File: config.mk
export PLATFORM = sky130hd
export DESIGN_NAME = seq_long_divider
export DESIGN_NICKNAME = d
export VERILOG_FILES = /design/src/rtl/seq_long_divider.sv
export SDC_FILE = /design/constraint.sdc
export NUM_CORES = 1
export LEC_CHECK = 0
export BUFFER_PORTS_ARGS = -buffer_cell sky130_fd_sc_hd__clkbuf_2
export CORE_MARGIN = 8
export CORE_UTILIZATION = 35
export DETAILED_ROUTE_END_ITERATION = 10
export HOLD_SLACK_MARGIN = 0.12
export PLACE_DENSITY = 0.5
export SYNTH_ARGS = -nofsm -noshare
export SYNTH_HDL_FRONTEND = slang
export SYNTH_SLANG_ARGS = --single-unit
File: constraint.sdc
create_clock -name clk -period 3 [get_ports clk]
set_input_delay 0 -clock clk [delete_from_list [all_inputs] [get_ports clk]]
set_output_delay 0 -clock clk [all_outputs]
set_load 0.01 [all_outputs]
File: src/rtl/seq_long_divider.sv
// Sequential unsigned restoring divider that produces one quotient bit per clock.
// Optional debug outputs are enabled by defining SEQ_LONG_DIV_DEBUG_EN.
module seq_long_divider #(
    parameter int unsigned DW = 8,
    parameter int unsigned MW = 4
) (
    input  logic          clk,
    input  logic          rst_n,
    input  logic          start,
    input  logic [DW-1:0] D,
    input  logic [MW-1:0] M,
    output logic          busy,
    output logic          done,
    output logic [DW-1:0] Q,
    output logic [MW-1:0] R,
    output logic          div_by_zero
`ifdef SEQ_LONG_DIV_DEBUG_EN
    ,
    output logic [MW:0]                debug_partial_rem,
    output logic [$clog2(DW+1)-1:0]    debug_step
`endif
);

    localparam int unsigned CW = $clog2(DW + 1);
    localparam logic [CW-1:0] LAST = CW'(DW - 1);

    typedef enum logic {IDLE, RUN} state_t;

    state_t state, next_state;

    logic [DW-1:0] dvd;
    logic [MW-1:0] dvs;
    logic [MW:0]   pr;
    logic [CW-1:0] step;

    logic [MW+1:0] pr_sh;
    logic [MW+1:0] trial;
    logic [MW:0]   pr_next;
    logic          qbit;
    logic          accept;
    logic          last;

    // One extra guard bit above PR makes the subtraction's top bit a clean borrow flag.
    always_comb begin
        pr_sh   = {pr, dvd[DW-1]};
        trial   = pr_sh - {2'b00, dvs};
        qbit    = ~trial[MW+1];
        pr_next = qbit ? trial[MW:0] : pr_sh[MW:0];
    end

    always_comb begin
        next_state = state;
        accept     = 1'b0;
        last       = 1'b0;
        case (state)
            IDLE: begin
                accept = start;
                if (start && (M != '0)) begin
                    next_state = RUN;
                end
            end
            RUN: begin
                if (step == LAST) begin
                    last       = 1'b1;
                    next_state = IDLE;
                end
            end
            default: next_state = IDLE;
        endcase
    end

    always_ff @(posedge clk or negedge rst_n) begin
        if (!rst_n) begin
            state <= IDLE;
        end else begin
            state <= next_state;
        end
    end

    always_ff @(posedge clk or negedge rst_n) begin
        if (!rst_n) begin
            dvd         <= '0;
            dvs         <= '0;
            pr          <= '0;
            step        <= '0;
            done        <= 1'b0;
            Q           <= '0;
            R           <= '0;
            div_by_zero <= 1'b0;
        end else begin
            done <= 1'b0;
            if (accept) begin
                dvd  <= D;
                dvs  <= M;
                pr   <= '0;
                step <= '0;
                if (M == '0) begin
                    done        <= 1'b1;
                    div_by_zero <= 1'b1;
                    Q           <= '1;
                    R           <= '0;
                end
            end else if (state == RUN) begin
                // Quotient bits fill the dividend register from the LSB as it drains.
                dvd  <= {dvd[DW-2:0], qbit};
                pr   <= pr_next;
                step <= step + 1'b1;
                if (last) begin
                    Q           <= {dvd[DW-2:0], qbit};
                    R           <= pr_next[MW-1:0];
                    div_by_zero <= 1'b0;
                    done        <= 1'b1;
                    step        <= '0;
                end
            end
        end
    end

    assign busy = (state == RUN);

`ifdef SEQ_LONG_DIV_DEBUG_EN
    assign debug_partial_rem = pr;
    assign debug_step        = step;
`endif

endmodule

==> results of run 1 <==
-- registers in the layout (all words and copies together), names as in the netlist --
| name | count |
|---|---|
| step | 4 |
| dvd | 8 |
| div_by_zero | 1 |
| pr | 5 |
| done | 1 |
| R | 4 |
| dvs | 4 |
| busy | 1 |
| Q | 8 |
-- cells in the mapped netlist --
cell type  number  share of area [%]
nand4_1         1               0.36
mux2_2          3                2.0
xor2_1          2                1.0
clkbuf_1        4               0.87
o21a_1          1               0.43
a22o_1          1               0.51
buf_1           1               0.22
nor3b_1         1               0.43
a211oi_1        1               0.43
nor4b_1         1               0.51
o21ai_0        20                5.8
dfrtp_1        36                 52
o211ai_4        1                1.2
o2111ai_1       2                1.0
nand2b_1        2               0.72
a21o_1          2               0.87
or3_4           1               0.65
mux2i_1        13                7.5
or2b_1          1               0.43
a2bb2o_4        1                1.2
inv_1           9                2.0
nor2_1          2               0.43
a21boi_0        1               0.43
and2_1          1               0.36
ha_1            5                3.6
nand3b_1        1               0.43
nand2_1        18                3.9
a21oi_1         5                1.4
nor2b_1         4                1.4
nand3_1         4                1.2
o22a_1          7                3.5
o31a_1          1               0.51
nor4_1          2               0.72
buf_2           2               0.58
fa_1            1                1.2
-- layer usage --
layer  share of wire, %  vias to the layer above  wire (µm)  track usage, %
li1                   -                      652          -               -
met5                  0                        -          0               0
met2                 46                       21       1890            18.9
met1                 47                      664       1920            14.1
met3                5.0                        8        203            4.63
met4                1.9                        0         78            4.69
-- cells in the final DEF, fill, tap and decap left out, types with 2 or more instances in the layout --
cell type / netlist / final
dfrtp_1: 36 / 36
clkbuf_2: 0 / 29
o21ai_0: 20 / 20
nand2_1: 18 / 18
mux2i_1: 13 / 13
dlygate4sd3_1: 0 / 13
inv_1: 9 / 9
o22a_1: 7 / 7
a21oi_1: 5 / 5
ha_1: 5 / 5
clkbuf_8: 0 / 5
nor2b_1: 4 / 4
nand3_1: 4 / 4
mux2_2: 3 / 3
buf_4: 0 / 3
nor4_1: 2 / 2
o2111ai_1: 2 / 2
nor2_1: 2 / 2
nand2b_1: 2 / 2
xor2_1: 2 / 2
a21o_1: 2 / 2
-- worst min-delay path by stage --
stage	slack, ns	endpoint	cells past startpoint
after detailed placement	0.19	dvs[2]$_DFFE_PN0P_	1
final	0.30	pr[4]$_DFFE_PN0P_	3
after CTS	0.31	pr[4]$_DFFE_PN0P_	3
after global routing	0.34	dvd[7]$_DFFE_PN0P_	3
after global placement	0.16	dvs[2]$_DFFE_PN0P_	1
after floorplan	-0.30	Q[0]$_DFFE_PN0P_	0
-- worst register-to-register path, stage by stage (launching register included) --
cell and delay (ns):
dfrtp_1 0.43, ha_1 0.28, nor2b_1 0.15, o31a_1 0.30
o211ai_4 0.30, mux2i_1 0.33, a2bb2o_4 0.16
-- through the flow --
stage | instance area, µm² | cells | util (%) | hold slack, ns | power (mW)
2_1_floorplan | 1730 | 158 | - | -0.296 | 1.73
3_3_place_gp | 1950 | 250 | 41.0 | 0.163 | 2.02
3_5_place_dp | 1950 | 250 | 41.0 | 0.186 | 2.07
4_1_cts | 2190 | 271 | 46.0 | 0.307 | 2.52
5_1_grt | 2190 | 271 | 46.0 | 0.339 | 2.70
6_report | 2190 | 271 | 46.0 | 0.303 | 2.49
-- logic make-up after synthesis --
family | share of synthesized area (%)
XOR/XNOR | 1.01
AO/OA/AOI/OAI | 17.4
flip-flops | 52.1
AND/OR/NAND/NOR | 11.6
buffers and inverters | 3.62
multiplexers | 9.49
adder cells (fa/ha/maj) | 4.78
-- cell type report --
| cell class | instances | area (µm²) | area share [%] |
|---|---|---|---|
| Multi-Input combinational cell | 106 | 764 | 34.9 |
| Tap cell | 67 | 83.8 | 3.83 |
| Sequential cell | 36 | 901 | 41.2 |
| Inverter | 9 | 33.8 | 1.54 |
| Clock inverter | 2 | 35.0 | 1.60 |
| Timing Repair Buffer | 45 | 298 | 13.6 |
| Clock buffer | 6 | 72.6 | 3.32 |
-- report_power, final --
group	switching, mW	internal [mW]
Sequential	0.167	0.728
Combinational	0.622	0.551
Clock	0.175	0.247
==> summary by stage, run 1 <==
Floorplan
After floorplanning, the core was divided into 25 placement rows. The die covers 7440 µm². The vertical extent of the die is 86.3 µm. The initial utilization of the core area, before any placement, comes to 36.3%.

The count of pins on the block boundary is 30. In this run the horizontal extent of the chip is 86.3 µm. In this run the standard cell core region covers 4750 µm².

Routing
The number of DRC violations after detailed routing is 0. The mean number of vias per cell is 4.96. The vias after detailed routing is 1345. The pre-antenna-repair detailed-routing pass consisted of 4 iterations.

For this block, the initial DRC count from the detailed router was 50. The count of nets left with antenna violations once routing finished came out at 0. The final layout contains routed wiring with a total length of 4090 µm. The post-detailed-route wirelength per cell is 15.1 µm.

Critical path
The flop-to-flop setup slack is 1.00 ns. Together, buffers and inverters on the worst path number 0. The kind of critical path is flop to flop. STA puts the critical path data arrival time at 2.23 ns. STA classifies the critical path endpoint as a flop. In this run the worst path has a maximum fanout of 5. The most critical setup path has its endpoint at R[0]$_DFFE_PN0P_. The family with the most delay on the worst path is compound AO/OA/AOI/OAI gates. For this run, the slowest stage of the critical path takes 0.43 ns. The critical path goes through ha_1, nor2b_1, o31a_1, o211ai_4, mux2i_1, a2bb2o_4. The logic depth of the worst setup path including buffers is 6.

The endpoint of the worst-slack reg-to-reg timing path is R[0]$_DFFE_PN0P_. In this run the critical register-to-register path is launched from pr[0]$_DFFE_PN0P_. The largest individual stage delay along the critical path comes from the cell dfrtp_1.

The depth of the worst register-to-register path is 6. The most critical setup path has its startpoint at pr[0]$_DFFE_PN0P_. The startpoint type of the worst setup path is a flop.

The data required time at the worst endpoint is 3.23 ns.

Clocking
The number of cells upsized or downsized after cts is 0. The maximum buffer depth of the clock tree is 2. The number of sinks handled by clock tree synthesis is 36. The TritonCTS clock tree is done.

The clock tree root buffer cell is clkbuf_8. After clock tree synthesis, the clock-pin slew on the worst setup and hold paths is 0.07 ns. The post-CTS setup repair buffer count is 0. The number of buffers created by CTS is 5. The number of buffers inserted for hold repair after clock tree synthesis is 13. Clock latency on the worst-skew pair, taken at its later pin, is between 0.2 and 0.3 ns.

The H-tree generated during clock tree synthesis spans 2 levels.

STA
The post-route fraction of the period consumed by the critical path is 66.5%. The total setup violations reported at the end of the flow is 0. The final period demand of the worst path is 2.00 ns. The relative max-transition margin is 39.5%. The transition time at the pin with the least slew margin is 0.907 ns. Static timing analysis puts the maximum clock frequency at 501 MHz. The maximum clock skew at final layout is 0.00471 ns. Setup slack on the critical path of the routed design comes to 1.00 ns. The accumulated negative setup slack is 0 ns. Setup repair after global routing left no endpoint under its margin. The count of pins over their slew limit is 0. The count of endpoints failing hold in the final timing report is 0.

Synthesis
In the synthesized netlist, the number of instances is 158. The number of warnings issued by yosys is 0. The number of different library cells used by synthesis comes to 35. The cell area that synthesis handed to floorplanning was between 1500 and 2000 µm².

After synthesis, the mean cell area works out to 10.9 µm². The number of nets in the synthesized netlist is between 150 and 200. After synthesis, flip-flops and latches occupy 52.1% of the total area. The synthesized design contains 36 register bits.

Global route
The remaining global-route overflow is 0. The number of global-route vias before repair is 1410. Entering global routing, the biggest net connects 37 pins. The first global-routing pass estimated 6910 µm of wire. The combined global-route utilization of all metal layers is 11.9%. The initial antenna violation count was 0.

Min path
The start point of the worst hold path is start. The min-delay analysis places its worst path in the category input port to flop.

Cells and area
The layout overhead on the synthesized area is 26.6%. The count of filler cells inserted in the layout is 475. The post-route netlist has between 20% and 30% of its cells at a drive strength greater than 1. 0 antenna diodes ended up in the layout. The final layout contains 224 nets.

Power
The power per standard cell area is 1140 nW/µm². VDD sags by at most 369 µV. The leakage dissipation is 1.03 nW.

Status
The flow ran to the end, and the final reports show no timing, DRC or antenna violations.

Placement
Summed over all nets, the half-perimeter wirelength after detailed placement is between 2000 and 3000 µm. The worst-case setup slack after placement is 1.01 ns. Routability-driven placement finished with a final weighted congestion of 0.742. The number of I/O port buffers is 29.

Run
The total of max-cap violations is 0.
Note: power is estimated with default switching activity, not from simulation.
==> inputs of run 2 (changes only) <==
--- a/config.mk
+++ b/config.mk
@@ -10,7 +10,7 @@
 export CORE_UTILIZATION = 35
 export DETAILED_ROUTE_END_ITERATION = 10
 export HOLD_SLACK_MARGIN = 0.12
-export PLACE_DENSITY = 0.5
+export PLACE_DENSITY = 0.52
 export SYNTH_ARGS = -nofsm -noshare
 export SYNTH_HDL_FRONTEND = slang
 export SYNTH_SLANG_ARGS = --single-unit
==> constraint.sdc (replaced) <==
create_clock -name clk -period 1.8 [get_ports clk]
set_input_delay 0 -clock clk [delete_from_list [all_inputs] [get_ports clk]]
set_output_delay 0 -clock clk [all_outputs]
set_load 0.01 [all_outputs]
==> run 2 against run 1 <==
  * The flow now finishes with violations (negative setup slack)
  * Clock power is 36% higher
  * Clock-buffer cell count is 1 lower
  * Fmax is 4.9% higher
  * Register-to-register slack worse by 1.1 ns
  * Sequential power rose by 66%
  * Setup slack worse by 1.1 ns
  * Combinational power up 130%
  * Die area unchanged
  * First-iteration DRC count shrank 4.0%
  * Via count increased by 5.0%
  * Critical path type unchanged
  * Critical endpoint is now pr[0]$_DFFE_PN0P_
  * Highest routed layer unchanged
==> summary by stage, run 2 (synthesis results as in run 1) <==
Floorplan
The floorplan die width came to 86.3 µm (unchanged). The placeable core region is 4750 µm² (unchanged). The row count is 25 (unchanged).

The count of pins on the block boundary came to 30 (unchanged). The die footprint is 7440 µm² (unchanged). The initial core utilization is 36.3% (unchanged). The vertical extent of the die is 86.3 µm (unchanged).

STA
The total setup violations reported at the end of the flow is 10 (was 0). The relative max-transition margin is 73.6% (was 39.5%). The count of pins over their slew limit is 0 (unchanged). The worst hold margin is 0.159 ns (was 0.303 ns).

The final setup slack of the worst path is -0.103 ns (was 1.00 ns). The maximum clock frequency is 526 MHz (was 501 MHz). The accumulated negative setup slack is -0.617 ns (was 0 ns).

The final period demand of the worst path is 1.90 ns (was 2.00 ns). The transition time at the pin with the least slew margin is 0.392 ns (was 0.907 ns). The post-route fraction of the period consumed by the critical path is 106% (was 66.5%). The count of endpoints failing hold in the final timing report came to 0 (unchanged). RSZ-0062 raised after global routing: true (was false).

The maximum clock skew at final layout is 0.0108 ns (was 0.00471 ns).

Cells and area
The final net count is 243 (was 224). Biggest regs: Q x8, dvd x8, pr x5 (unchanged). The post-layout instance area is 2380 µm² (was 2190 µm²). Commonest non-fill, non-tap cells in the layout: dfrtp_1 (36), clkbuf_2 (29), buf_4 (22) (was dfrtp_1 (36), clkbuf_2 (29), o21ai_0 (20)). The total inserted antenna cells is 0 (unchanged). The area taken by multi-input logic gates came to 838 µm² (was 764 µm²). The count of filler cells inserted in the layout is 475 (unchanged). The proportion of layout cells with a drive suffix above 1 is 35.9% (was 22.1%).

The layout overhead on the synthesized area came to 38.0% (was 26.6%). The most frequent standard cell in the layout excluding fill and tap cells is dfrtp_1 (unchanged). The storage element area is 901 µm² (unchanged).

Routing
The number of detailed-routing iterations run before antenna repair was 4 (unchanged). The post-detailed-route wirelength per cell is 15.0 µm (was 15.1 µm). The number of nets with antenna violations after detailed routing was 0 (unchanged). The final wirelength is 4350 µm (was 4090 µm).

The mean number of vias per cell is 4.87 (was 4.96). The DRC violation total after the first TritonRoute iteration is 48 (was 50). The vias after detailed routing is 1412 (was 1345). The number of DRC violations after detailed routing is 0 (unchanged).

Clocking
The number of buffers created by CTS was 5 (unchanged). The insertion delay to the later sink of the worst-skew pair is 0.29 ns (about the same). The TritonCTS clock tree is done (unchanged). The clock-pin transition on the worst setup and hold timing paths is 0.08 ns (was 0.07 ns). The H-tree depth came to 2 (unchanged). The clock tree root buffer cell is clkbuf_8 (unchanged). The number of sinks handled by clock tree synthesis came to 36 (unchanged).

The maximum buffer depth of the clock tree was 2 (unchanged).

Critical path
The data required time at the worst endpoint was 2.03 ns (was 3.23 ns). The startpoint type of the worst setup path is a flop (unchanged). The kind of end point of the critical path was a flop (unchanged).

The launching instance or port of the critical path is pr[0]$_DFFE_PN0P_ (unchanged). The maximum net fanout on the critical path is 5 (unchanged). The reg-to-reg startpoint is pr[0]$_DFFE_PN0P_ (unchanged). The kind of critical path is flop to flop (unchanged).

The arrival time of the worst setup path came to 2.13 ns (was 2.23 ns).

Global route
The initial antenna violation count is 0 (unchanged). The remaining global-route overflow is 0 (unchanged). The number of global-route vias before repair was 1515 (was 1410). The first-pass GRT wire length is 7220 µm (was 6910 µm). The largest net degree at the start of global routing is 23 (was 37). The combined global-route utilization of all metal layers is 12.4% (was 11.9%).

Run
The total of max-cap violations is 0 (unchanged).

Status
The final reports fail on negative setup slack. Run status: finished with violations (was complete, no violations).

Power
The leakage dissipation is 1.13 nW (was 1.03 nW). The power per standard cell area was 1990 nW/µm² (was 1140 nW/µm²). The worst supply voltage drop on vdd is 930 µV (was 369 µV).

Placement
The number of I/O port buffers came to 29 (unchanged). The routability-driven placement congestion ratio is 0.747 (was 0.742). The area after detailed placement was 2060 µm² (was 1950 µm²). The worst-case setup slack after placement is -0.158 ns (was 1.01 ns). The HPWL after detailed placement came to 3010 µm (was 2860 µm).

Min path
The worst hold path class is input port to async pin (was input port to flop).
==> run 2: cell count changes in the layout (fill, tap and decap cells not counted), sizes merged <==
cell	delta
bufinv	-1
clkinv	+2
buf	+19
clkbuf	-1
==> run 2: area by class of cell <==
cell class	count	area share (%)
inverters	9	1.42
clock inverters	3	0.787
repair buffers	64	18.5
well taps	67	3.52
flip-flops and latches	36	37.8
multi-input cells	106	35.2
clock buffers	5	2.89
==> run 2: worst max-delay path, stage by stage, from the launching register on <==
cell	delay, ns
dfrtp_1	0.41
ha_4	0.24
nor2b_4	0.13
o31a_1	0.33
o211ai_4	0.29
mux2i_2	0.31
a21o_1	0.14
==> run 2: layer usage <==
| layer | global-route usage [%] | vias up | share of wire, % |
|---|---|---|---|
| met1 | 14.7 | 694 | 43 |
| met5 | 0 | - | 0 |
| met4 | 3.76 | 0 | 1.1 |
| met2 | 20.7 | 22 | 52 |
| met3 | 4.06 | 5 | 4.5 |
| li1 | - | 691 | - |
==> run 2: repair_timing <==
action | CTS | global route
pin swaps | 9 | 2
setup endpoints to repair | 9 | 10
hold buffers | 13 | 0
endpoints found under the hold margin | 49 | 0
buffers inserted | 4 | 0
resized for setup | 18 | 4
==> run 2: path summary, 6_finish.rpt <==
kind / endpoint / slack [ns] / cells past startpoint
min in group clk: div_by_zero$_DFFE_PN0P_ / 0.27 / 4
hold / removal: step[0]$_DFFE_PN0P_ / 0.16 / 2
hold reg to reg: Q[1]$_DFFE_PN0P_ / 0.49 / 1
max in group asynchronous: pr[2]$_DFFE_PN0P_ / 1.01 / 3
setup / recovery: pr[0]$_DFFE_PN0P_ / -0.10 / 6
setup reg to reg: pr[0]$_DFFE_PN0P_ / -0.10 / 6
==> run 2: where the power goes <==
group	leakage (nW)	switching [mW]	internal, mW
Sequential	0.432	0.272	1.21
Combinational	0.646	1.26	1.43
Clock	0.0479	0.305	0.270
Total	1.13	1.84	2.92
==> run 2: stage by stage <==
stage / power [mW] / std cells / util (%)
2_1_floorplan: 2.88 / 158 / -
5_1_grt: 5.16 / 290 / 50.2
3_3_place_gp: 3.65 / 265 / 43.4
4_1_cts: 4.71 / 290 / 49.8
6_report: 4.76 / 290 / 50.2
3_5_place_dp: 3.73 / 265 / 43.4
